<file path="config.mk">
export PLATFORM = sky130hd
export DESIGN_NAME = alu_arbiter_flat
export DESIGN_NICKNAME = d
export VERILOG_FILES = /design/src/rtl/alu_pkg.sv /design/src/rtl/alu_arbiter_if.sv /design/src/rtl/rr_arbiter.sv /design/src/rtl/alu_arbiter.sv /design/src/flat_wrapper.sv
export SDC_FILE = /design/constraint.sdc
export NUM_CORES = 1
export LEC_CHECK = 0
export ABC_AREA = 0
export CORE_UTILIZATION = 35
export CTS_CLUSTER_DIAMETER = 40
export DETAILED_ROUTE_END_ITERATION = 10
export GPL_ROUTABILITY_DRIVEN = 0
export PLACE_DENSITY = 0.83
export SYNTH_ARGS = -nofsm -noshare
export SYNTH_HDL_FRONTEND = slang
export SYNTH_HIERARCHICAL = 1
export SYNTH_SLANG_ARGS = --single-unit
</file>
<file path="constraint.sdc">
create_clock -name clk_i -period 1.4 [get_ports clk_i]
set_input_delay 0.21 -clock clk_i [delete_from_list [all_inputs] [get_ports clk_i]]
set_output_delay 0.21 -clock clk_i [all_outputs]
set_load 0.02 [all_outputs]
</file>
<file path="src/rtl/alu_pkg.sv">
// Shared ALU definitions: op-code encoding, default widths and the request payload.
// Used by the ALU, the decoder and the ALU arbiter.
package alu_pkg;

  localparam int unsigned DATA_WIDTH = 32;
  localparam int unsigned OP_WIDTH   = 4;

  localparam logic [OP_WIDTH-1:0] ALU_ADD  = 4'd0;
  localparam logic [OP_WIDTH-1:0] ALU_SUB  = 4'd1;
  localparam logic [OP_WIDTH-1:0] ALU_SLL  = 4'd2;
  localparam logic [OP_WIDTH-1:0] ALU_SLT  = 4'd3;
  localparam logic [OP_WIDTH-1:0] ALU_SLTU = 4'd4;
  localparam logic [OP_WIDTH-1:0] ALU_XOR  = 4'd5;
  localparam logic [OP_WIDTH-1:0] ALU_SRL  = 4'd6;
  localparam logic [OP_WIDTH-1:0] ALU_SRA  = 4'd7;
  localparam logic [OP_WIDTH-1:0] ALU_OR   = 4'd8;
  localparam logic [OP_WIDTH-1:0] ALU_AND  = 4'd9;

  typedef struct packed {
    logic [OP_WIDTH-1:0]   op;
    logic [DATA_WIDTH-1:0] a;
    logic [DATA_WIDTH-1:0] b;
  } alu_req_t;

endpackage

</file>
<file path="src/rtl/alu_arbiter_if.sv">
// Bus between the requesters, the ALU arbiter and the ALU instance.
//   req_*      : per-requester valid/ready handshake and packed op/operands
//   rsp_*      : one-hot response pulse and result back to the owner
//   alu_*      : registered op/operands to the ALU, combinational result back
// modport slave  : the arbiter side
// modport master : the environment side (requesters + ALU)
interface alu_arbiter_if #(
  parameter int unsigned DATA_WIDTH = alu_pkg::DATA_WIDTH,
  parameter int unsigned OP_WIDTH   = alu_pkg::OP_WIDTH,
  parameter int unsigned NUM_REQ    = 2
);

  logic [NUM_REQ-1:0]            req_valid_i;
  logic [NUM_REQ-1:0]            req_ready_o;
  logic [NUM_REQ*OP_WIDTH-1:0]   req_op_i;
  logic [NUM_REQ*DATA_WIDTH-1:0] req_a_i;
  logic [NUM_REQ*DATA_WIDTH-1:0] req_b_i;
  logic [NUM_REQ-1:0]            rsp_valid_o;
  logic [DATA_WIDTH-1:0]         rsp_data_o;
  logic [OP_WIDTH-1:0]           alu_op_o;
  logic [DATA_WIDTH-1:0]         alu_a_o;
  logic [DATA_WIDTH-1:0]         alu_b_o;
  logic [DATA_WIDTH-1:0]         alu_result_i;

  modport slave (
    input  req_valid_i, req_op_i, req_a_i, req_b_i, alu_result_i,
    output req_ready_o, rsp_valid_o, rsp_data_o, alu_op_o, alu_a_o, alu_b_o
  );

  modport master (
    output req_valid_i, req_op_i, req_a_i, req_b_i, alu_result_i,
    input  req_ready_o, rsp_valid_o, rsp_data_o, alu_op_o, alu_a_o, alu_b_o
  );

endinterface

</file>
<file path="src/rtl/rr_arbiter.sv">
// Round-robin arbiter: one-hot grant to the first valid request at or after
// the pointer (wrapping); pointer moves past the winner, holds when idle.
//   clk_i, rst_ni : clock, async active-low reset
//   req_i         : request vector
//   gnt_c         : one-hot grant (combinational)
//   gnt_id_c      : index of the winner (combinational)
//   gnt_valid_c   : any grant this cycle (combinational)
module rr_arbiter #(
  parameter int unsigned NUM_REQ = 2,
  parameter int unsigned ID_W    = $clog2(NUM_REQ)
) (
  input  logic               clk_i,
  input  logic               rst_ni,
  input  logic [NUM_REQ-1:0] req_i,
  output logic [NUM_REQ-1:0] gnt_c,
  output logic [ID_W-1:0]    gnt_id_c,
  output logic               gnt_valid_c
);

  logic [ID_W-1:0] ptr_q;
  logic [ID_W-1:0] idx;

  // Cyclic priority search starting at the pointer
  always_comb begin
    gnt_c       = '0;
    gnt_id_c    = '0;
    gnt_valid_c = 1'b0;
    idx         = '0;
    for (int unsigned k = 0; k < NUM_REQ; k++) begin
      idx = ID_W'((32'(ptr_q) + k) % NUM_REQ);
      if (!gnt_valid_c && req_i[idx]) begin
        gnt_valid_c = 1'b1;
        gnt_c[idx]  = 1'b1;
        gnt_id_c    = idx;
      end
    end
  end

  // Pointer moves one past the winner so it gets lowest priority next
  always_ff @(posedge clk_i or negedge rst_ni) begin
    if (!rst_ni) begin
      ptr_q <= '0;
    end else if (gnt_valid_c) begin
      ptr_q <= (32'(gnt_id_c) == NUM_REQ - 1) ? '0 : gnt_id_c + ID_W'(1);
    end
  end

endmodule

</file>
<file path="src/rtl/alu_arbiter.sv">
// Shares one combinational ALU between NUM_REQ requesters. Round-robin accept
// every cycle, stage 1 registers the winner's op/operands into the ALU, stage 2
// captures the result and pulses a one-hot response to the owner.
//   clk_i, rst_ni : clock, async active-low reset
//   bus           : alu_arbiter_if.slave (requests, responses, ALU side)
//   grant_cnt_o   : per-requester saturating accept counters, only when
//                   ALU_ARB_PERF_EN is defined
module alu_arbiter #(
  parameter int unsigned DATA_WIDTH = alu_pkg::DATA_WIDTH,
  parameter int unsigned OP_WIDTH   = alu_pkg::OP_WIDTH,
  parameter int unsigned NUM_REQ    = 2
) (
  input  logic               clk_i,
  input  logic               rst_ni,
  alu_arbiter_if.slave       bus
`ifdef ALU_ARB_PERF_EN
  ,
  output logic [NUM_REQ*32-1:0] grant_cnt_o
`endif
);

  import alu_pkg::*;

  localparam int unsigned ID_W = $clog2(NUM_REQ);

  logic [NUM_REQ-1:0]    gnt_c;
  logic [ID_W-1:0]       gnt_id_c;
  logic                  gnt_valid_c;
  logic [OP_WIDTH-1:0]   win_op_c;
  logic [DATA_WIDTH-1:0] win_a_c;
  logic [DATA_WIDTH-1:0] win_b_c;
  logic                  s1_valid_q;
  logic [ID_W-1:0]       s1_id_q;
  logic [NUM_REQ-1:0]    s1_onehot_c;

  rr_arbiter #(
    .NUM_REQ (NUM_REQ),
    .ID_W    (ID_W)
  ) u_rr (
    .clk_i       (clk_i),
    .rst_ni      (rst_ni),
    .req_i       (bus.req_valid_i),
    .gnt_c       (gnt_c),
    .gnt_id_c    (gnt_id_c),
    .gnt_valid_c (gnt_valid_c)
  );

  assign bus.req_ready_o = gnt_c;

  // AND-OR select of the granted requester's payload
  always_comb begin
    win_op_c = '0;
    win_a_c  = '0;
    win_b_c  = '0;
    for (int i = 0; i < NUM_REQ; i++) begin
      if (gnt_c[i]) begin
        win_op_c = bus.req_op_i[i*OP_WIDTH +: OP_WIDTH];
        win_a_c  = bus.req_a_i[i*DATA_WIDTH +: DATA_WIDTH];
        win_b_c  = bus.req_b_i[i*DATA_WIDTH +: DATA_WIDTH];
      end
    end
  end

  // Stage 1: ALU input registers only load on an accept so idle cycles don't toggle the ALU
  always_ff @(posedge clk_i or negedge rst_ni) begin
    if (!rst_ni) begin
      s1_valid_q   <= 1'b0;
      s1_id_q      <= '0;
      bus.alu_op_o <= '0;
      bus.alu_a_o  <= '0;
      bus.alu_b_o  <= '0;
    end else begin
      s1_valid_q <= gnt_valid_c;
      if (gnt_valid_c) begin
        s1_id_q      <= gnt_id_c;
        bus.alu_op_o <= win_op_c;
        bus.alu_a_o  <= win_a_c;
        bus.alu_b_o  <= win_b_c;
      end
    end
  end

  always_comb begin
    s1_onehot_c          = '0;
    s1_onehot_c[s1_id_q] = 1'b1;
  end

  // Stage 2: capture the ALU result; data holds between responses
  always_ff @(posedge clk_i or negedge rst_ni) begin
    if (!rst_ni) begin
      bus.rsp_valid_o <= '0;
      bus.rsp_data_o  <= '0;
    end else begin
      bus.rsp_valid_o <= s1_valid_q ? s1_onehot_c : '0;
      if (s1_valid_q) begin
        bus.rsp_data_o <= bus.alu_result_i;
      end
    end
  end

`ifdef ALU_ARB_PERF_EN
  logic [31:0] cnt_q [NUM_REQ];

  // Saturating per-requester accept counters
  always_ff @(posedge clk_i or negedge rst_ni) begin
    if (!rst_ni) begin
      for (int i = 0; i < NUM_REQ; i++) begin
        cnt_q[i] <= '0;
      end
    end else begin
      for (int i = 0; i < NUM_REQ; i++) begin
        if (gnt_c[i] && (cnt_q[i] != 32'hFFFF_FFFF)) begin
          cnt_q[i] <= cnt_q[i] + 32'd1;
        end
      end
    end
  end

  always_comb begin
    grant_cnt_o = '0;
    for (int i = 0; i < NUM_REQ; i++) begin
      grant_cnt_o[i*32 +: 32] = cnt_q[i];
    end
  end
`endif

endmodule
</file>
<file path="src/flat_wrapper.sv">
// flat-port wrapper written by rule: the top's interface ports become plain ports
module alu_arbiter_flat import alu_pkg::*;
#(
  parameter int unsigned DATA_WIDTH = alu_pkg::DATA_WIDTH,
  parameter int unsigned OP_WIDTH   = alu_pkg::OP_WIDTH,
  parameter int unsigned NUM_REQ    = 2
)
  (clk_i, rst_ni, bus_req_valid_i, bus_req_op_i, bus_req_a_i, bus_req_b_i, bus_alu_result_i, bus_req_ready_o, bus_rsp_valid_o, bus_rsp_data_o, bus_alu_op_o, bus_alu_a_o, bus_alu_b_o);
  alu_arbiter_if #(.DATA_WIDTH(DATA_WIDTH), .OP_WIDTH(OP_WIDTH), .NUM_REQ(NUM_REQ)) bus_i ();
  input  logic clk_i;
  input  logic rst_ni;
  input wire logic [$bits(bus_i.req_valid_i)-1:0] bus_req_valid_i;
  input wire logic [$bits(bus_i.req_op_i)-1:0] bus_req_op_i;
  input wire logic [$bits(bus_i.req_a_i)-1:0] bus_req_a_i;
  input wire logic [$bits(bus_i.req_b_i)-1:0] bus_req_b_i;
  input wire logic [$bits(bus_i.alu_result_i)-1:0] bus_alu_result_i;
  output wire logic [$bits(bus_i.req_ready_o)-1:0] bus_req_ready_o;
  output wire logic [$bits(bus_i.rsp_valid_o)-1:0] bus_rsp_valid_o;
  output wire logic [$bits(bus_i.rsp_data_o)-1:0] bus_rsp_data_o;
  output wire logic [$bits(bus_i.alu_op_o)-1:0] bus_alu_op_o;
  output wire logic [$bits(bus_i.alu_a_o)-1:0] bus_alu_a_o;
  output wire logic [$bits(bus_i.alu_b_o)-1:0] bus_alu_b_o;
  assign bus_i.req_valid_i = bus_req_valid_i;
  assign bus_i.req_op_i = bus_req_op_i;
  assign bus_i.req_a_i = bus_req_a_i;
  assign bus_i.req_b_i = bus_req_b_i;
  assign bus_i.alu_result_i = bus_alu_result_i;
  assign bus_req_ready_o = bus_i.req_ready_o;
  assign bus_rsp_valid_o = bus_i.rsp_valid_o;
  assign bus_rsp_data_o = bus_i.rsp_data_o;
  assign bus_alu_op_o = bus_i.alu_op_o;
  assign bus_alu_a_o = bus_i.alu_a_o;
  assign bus_alu_b_o = bus_i.alu_b_o;
  alu_arbiter #(.DATA_WIDTH(DATA_WIDTH), .OP_WIDTH(OP_WIDTH), .NUM_REQ(NUM_REQ)) u_core (.clk_i(clk_i), .rst_ni(rst_ni), .bus(bus_i));
endmodule
</file>
==> reports/results.tsv <==
metric	value	unit
GR Util All Layers	20.9	%
area post-placement	7750	sq um
drt total wl	15400	um
met1 usage	22.8	%
IO buf count	275	
clk_lat worst skew	0.34	ns
met2 GRT Util	38.5	%
row count	42	
DR iter-0 viols	216	
Top Usage Layer GRT	met2	
clock root buffer master	clkbuf_16	
Core Area	13300	sq um
#FFs+latches synth	105	
crit path buf inv count	2	
Fin. Hold Viols	0	
H-tree depth	3	
failing checks	setup timing	
Worst path max stage delay	0.39	ns
mapped cell area	4790	sq um
worst vdd ir	0.577	mV
kind of critical path	reg2reg	
fin crit period	1.49	ns
Final HPWL DP	10800	um
Worst-path clk slew	0.07	ns
max cap viols	0	
crit path max fanout	6	
io pins	276	
slowest stage cell, crit path	dfrtp_1	
sequential element share of the synthesized area	54.8	%
global-route wire length before repair	23300	um
syn_area_per_cell	10.4	sq um
final setup fails	66	
Relative slew margins	77.7	%
synth warn	6	
Avg WL per Cell	16.7	um
share of the synthesized area in the top cell type	54.8	%
Pleak	3.57	nW
Area Growth Syn to Fin	71.8	%
CTS sink count	105	
TNS Setup	-2.61	ns
Initial Util	36.1	%
Worst EP arrival	1.74	ns
Post-Syn Nets	633	
Overflow after GRT	0	
post-synthesis async set-or-reset flop share	100	%
run status	complete, but fails checks	
worst path cell trace	nand2b_4 -> and2_4 -> clkbuf_16 -> buf_4 -> nand3b_1 -> a31oi_1	
1st-pass router iterations	4	
DIE HEIGHT	119	um
share of layout cells above drive strength 1	12.9	%
die width	119	um
RSZ-0062 raised after global routing	yes	
Nets	911	
power per cell area	1040	nW/um^2
remaining antenna violation count	0	
CTS tree	built	
achievable frequency	673	MHz
Clock Tree Buf Depth	2	
number of global-route vias before repair	4647	
Synth area leaders	dfrtp_1 55%, nand3b_1 11%, a31oi_1 8.9%	
crit share post-route	106	%
CTS buffer count	9	
Startpoint Class	flop	
largest net degree at the start of global routing	70	
drt via density	4.97	
Non-Filler Cell Area, Final	8240	sq um
max-slew violations	0	
DR vias	4575	
initial antenna violation count	0	
fin util	61.9	%
skew final	0.0112	ns
worst hold path type	in2async	
CP Data Required Time	1.66	ns
Ant. Diodes	0	
GR Util met3	4.84	%
count leader, synth	dfrtp_1	
worst setup margin	-0.0856	ns
Worst Tran Pin Value	0.335	ns
post-synth cell types	18	
Top delay family on crit path	simple AND/OR/NAND/NOR gates	
EDFF count, synth	0	
CP Capture Type	flop	
Post-synth top flop	dfrtp_1	
post-synth top area cell	dfrtp_1	
synthesized instance count	461	
total die area	14200	sq um
Commonest cells post-synth	105 x dfrtp_1, 68 x a31oi_1, 68 x nand2_1, 68 x nand3b_1, 68 x nor2_1	
DRC viols	0	
==> routing by layer <==
metal / wire length (um) / share of wire, %
met1: 6000 / 39
met2: 7810 / 51
met3: 1130 / 7.4
met4: 437 / 2.8
met5: 0 / 0
==> final cells by class <==
cell class / instances / area [sq um]
fill: 1096 / 5060
timing repair buffer: 309 / 3170
sequential: 105 / 2630
multi-input combinational: 313 / 1910
clock buffer: 11 / 243
tap: 176 / 220
clock inverter: 5 / 61.3
inverter: 1 / 3.75
==> final timing paths <==
kind | to | from | cells after the start | slack (ns)
max | u_core/bus.alu_b_o[14] | flop | 6 | -0.09
min | u_core/bus.rsp_data_o[0] | rst_ni | 3 | 0.39
max reg2reg | u_core/bus.alu_b_o[14] | flop | 6 | -0.09
min reg2reg | u_core/bus.rsp_valid_o[0] | u_core/s1_id_q | 1 | 0.47
max in group asynchronous | u_core/bus.alu_a_o[3] | rst_ni | 3 | 0.69
min in group clk_i | u_core/bus.alu_a_o[26] | bus_req_a_i[58] | 3 | 0.43
==> where the power goes <==
| group | internal [W] | switching [W] |
|---|---|---|
| clock | 0.00145 | 0.00112 |
| sequential | 0.00336 | 0.000175 |
| combinational | 0.00126 | 0.00119 |
==> layout by cell type (no fill, tap or decap) <==
cell and count:
clkinv_2 1, and2_1 2, clkbuf_16 13, nand2_1 60, buf_12 11, buf_6 3, nor2b_1 1, bufinv_16 1
o21ai_0 1, clkbuf_8 1, nand2b_4 1, or2_4 1, mux2_2 33, nand2_2 8, a21boi_4 1, buf_8 5
clkdlybuf4s50_1 169, inv_1 1, a31oi_1 68, nand3b_1 68, clkbuf_1 1, clkinv_4 1, and2_4 1, buf_4 10
buf_16 2, inv_6 2, buf_2 1, nor2_1 68, dfrtp_1 105, dlygate4sd3_1 1, dlygate4sd2_1 103
==> kinds of logic (layout without fill, tap and decap cells) <==
logic type             count (synthesis)  in the layout  synth area share [%]
and+or+nand+nor                      210            210                  22.3
DFF                                  105            105                  54.8
AOI/OAI and AO/OA                     70             70                  9.14
buffers and inverters                 43            326                  6.00
muxes                                 33             33                  7.75
==> registers in the layout, summed over array words and instances, names as in the netlist, named ones only <==
name,flops
u_core/s1_valid_q,1
u_core/s1_id_q,1
u_core/bus.rsp_data_o,32
u_core/bus.alu_b_o,32
u_core/bus.alu_a_o,32
u_core/bus.alu_op_o,4
u_core/bus.rsp_valid_o,2
==> worst reg2reg max path, cell delays in order, from the launching register on <==
cell and delay, ns:
dfrtp_1 0.39, nand2b_4 0.15, and2_4 0.19, clkbuf_16 0.17, buf_4 0.15, nand3b_1 0.16
a31oi_1 0.20
==> stage by stage <==
stage,power [W],setup WS [ns],instances,hold WS (ns)
finish,0.00856,-0.0856,920,0.389
global route,0.00893,-0.140,920,0.405
CTS,0.00852,-0.161,911,0.389
detailed placement,0.00611,-0.425,891,0.213
global placement,0.00604,-0.399,891,0.213
floorplan,0.00468,0.0272,461,-0.0856
==> timing repair <==
item	CTS	global route
pin swaps	10	36
hold endpoints to repair	105	0
cloned	2	4
hold buffers	1	0
setup endpoints to repair	170	70
gates resized for setup	113	25
buffers inserted	1	5
Note: power is estimated with default switching activity, not from simulation.
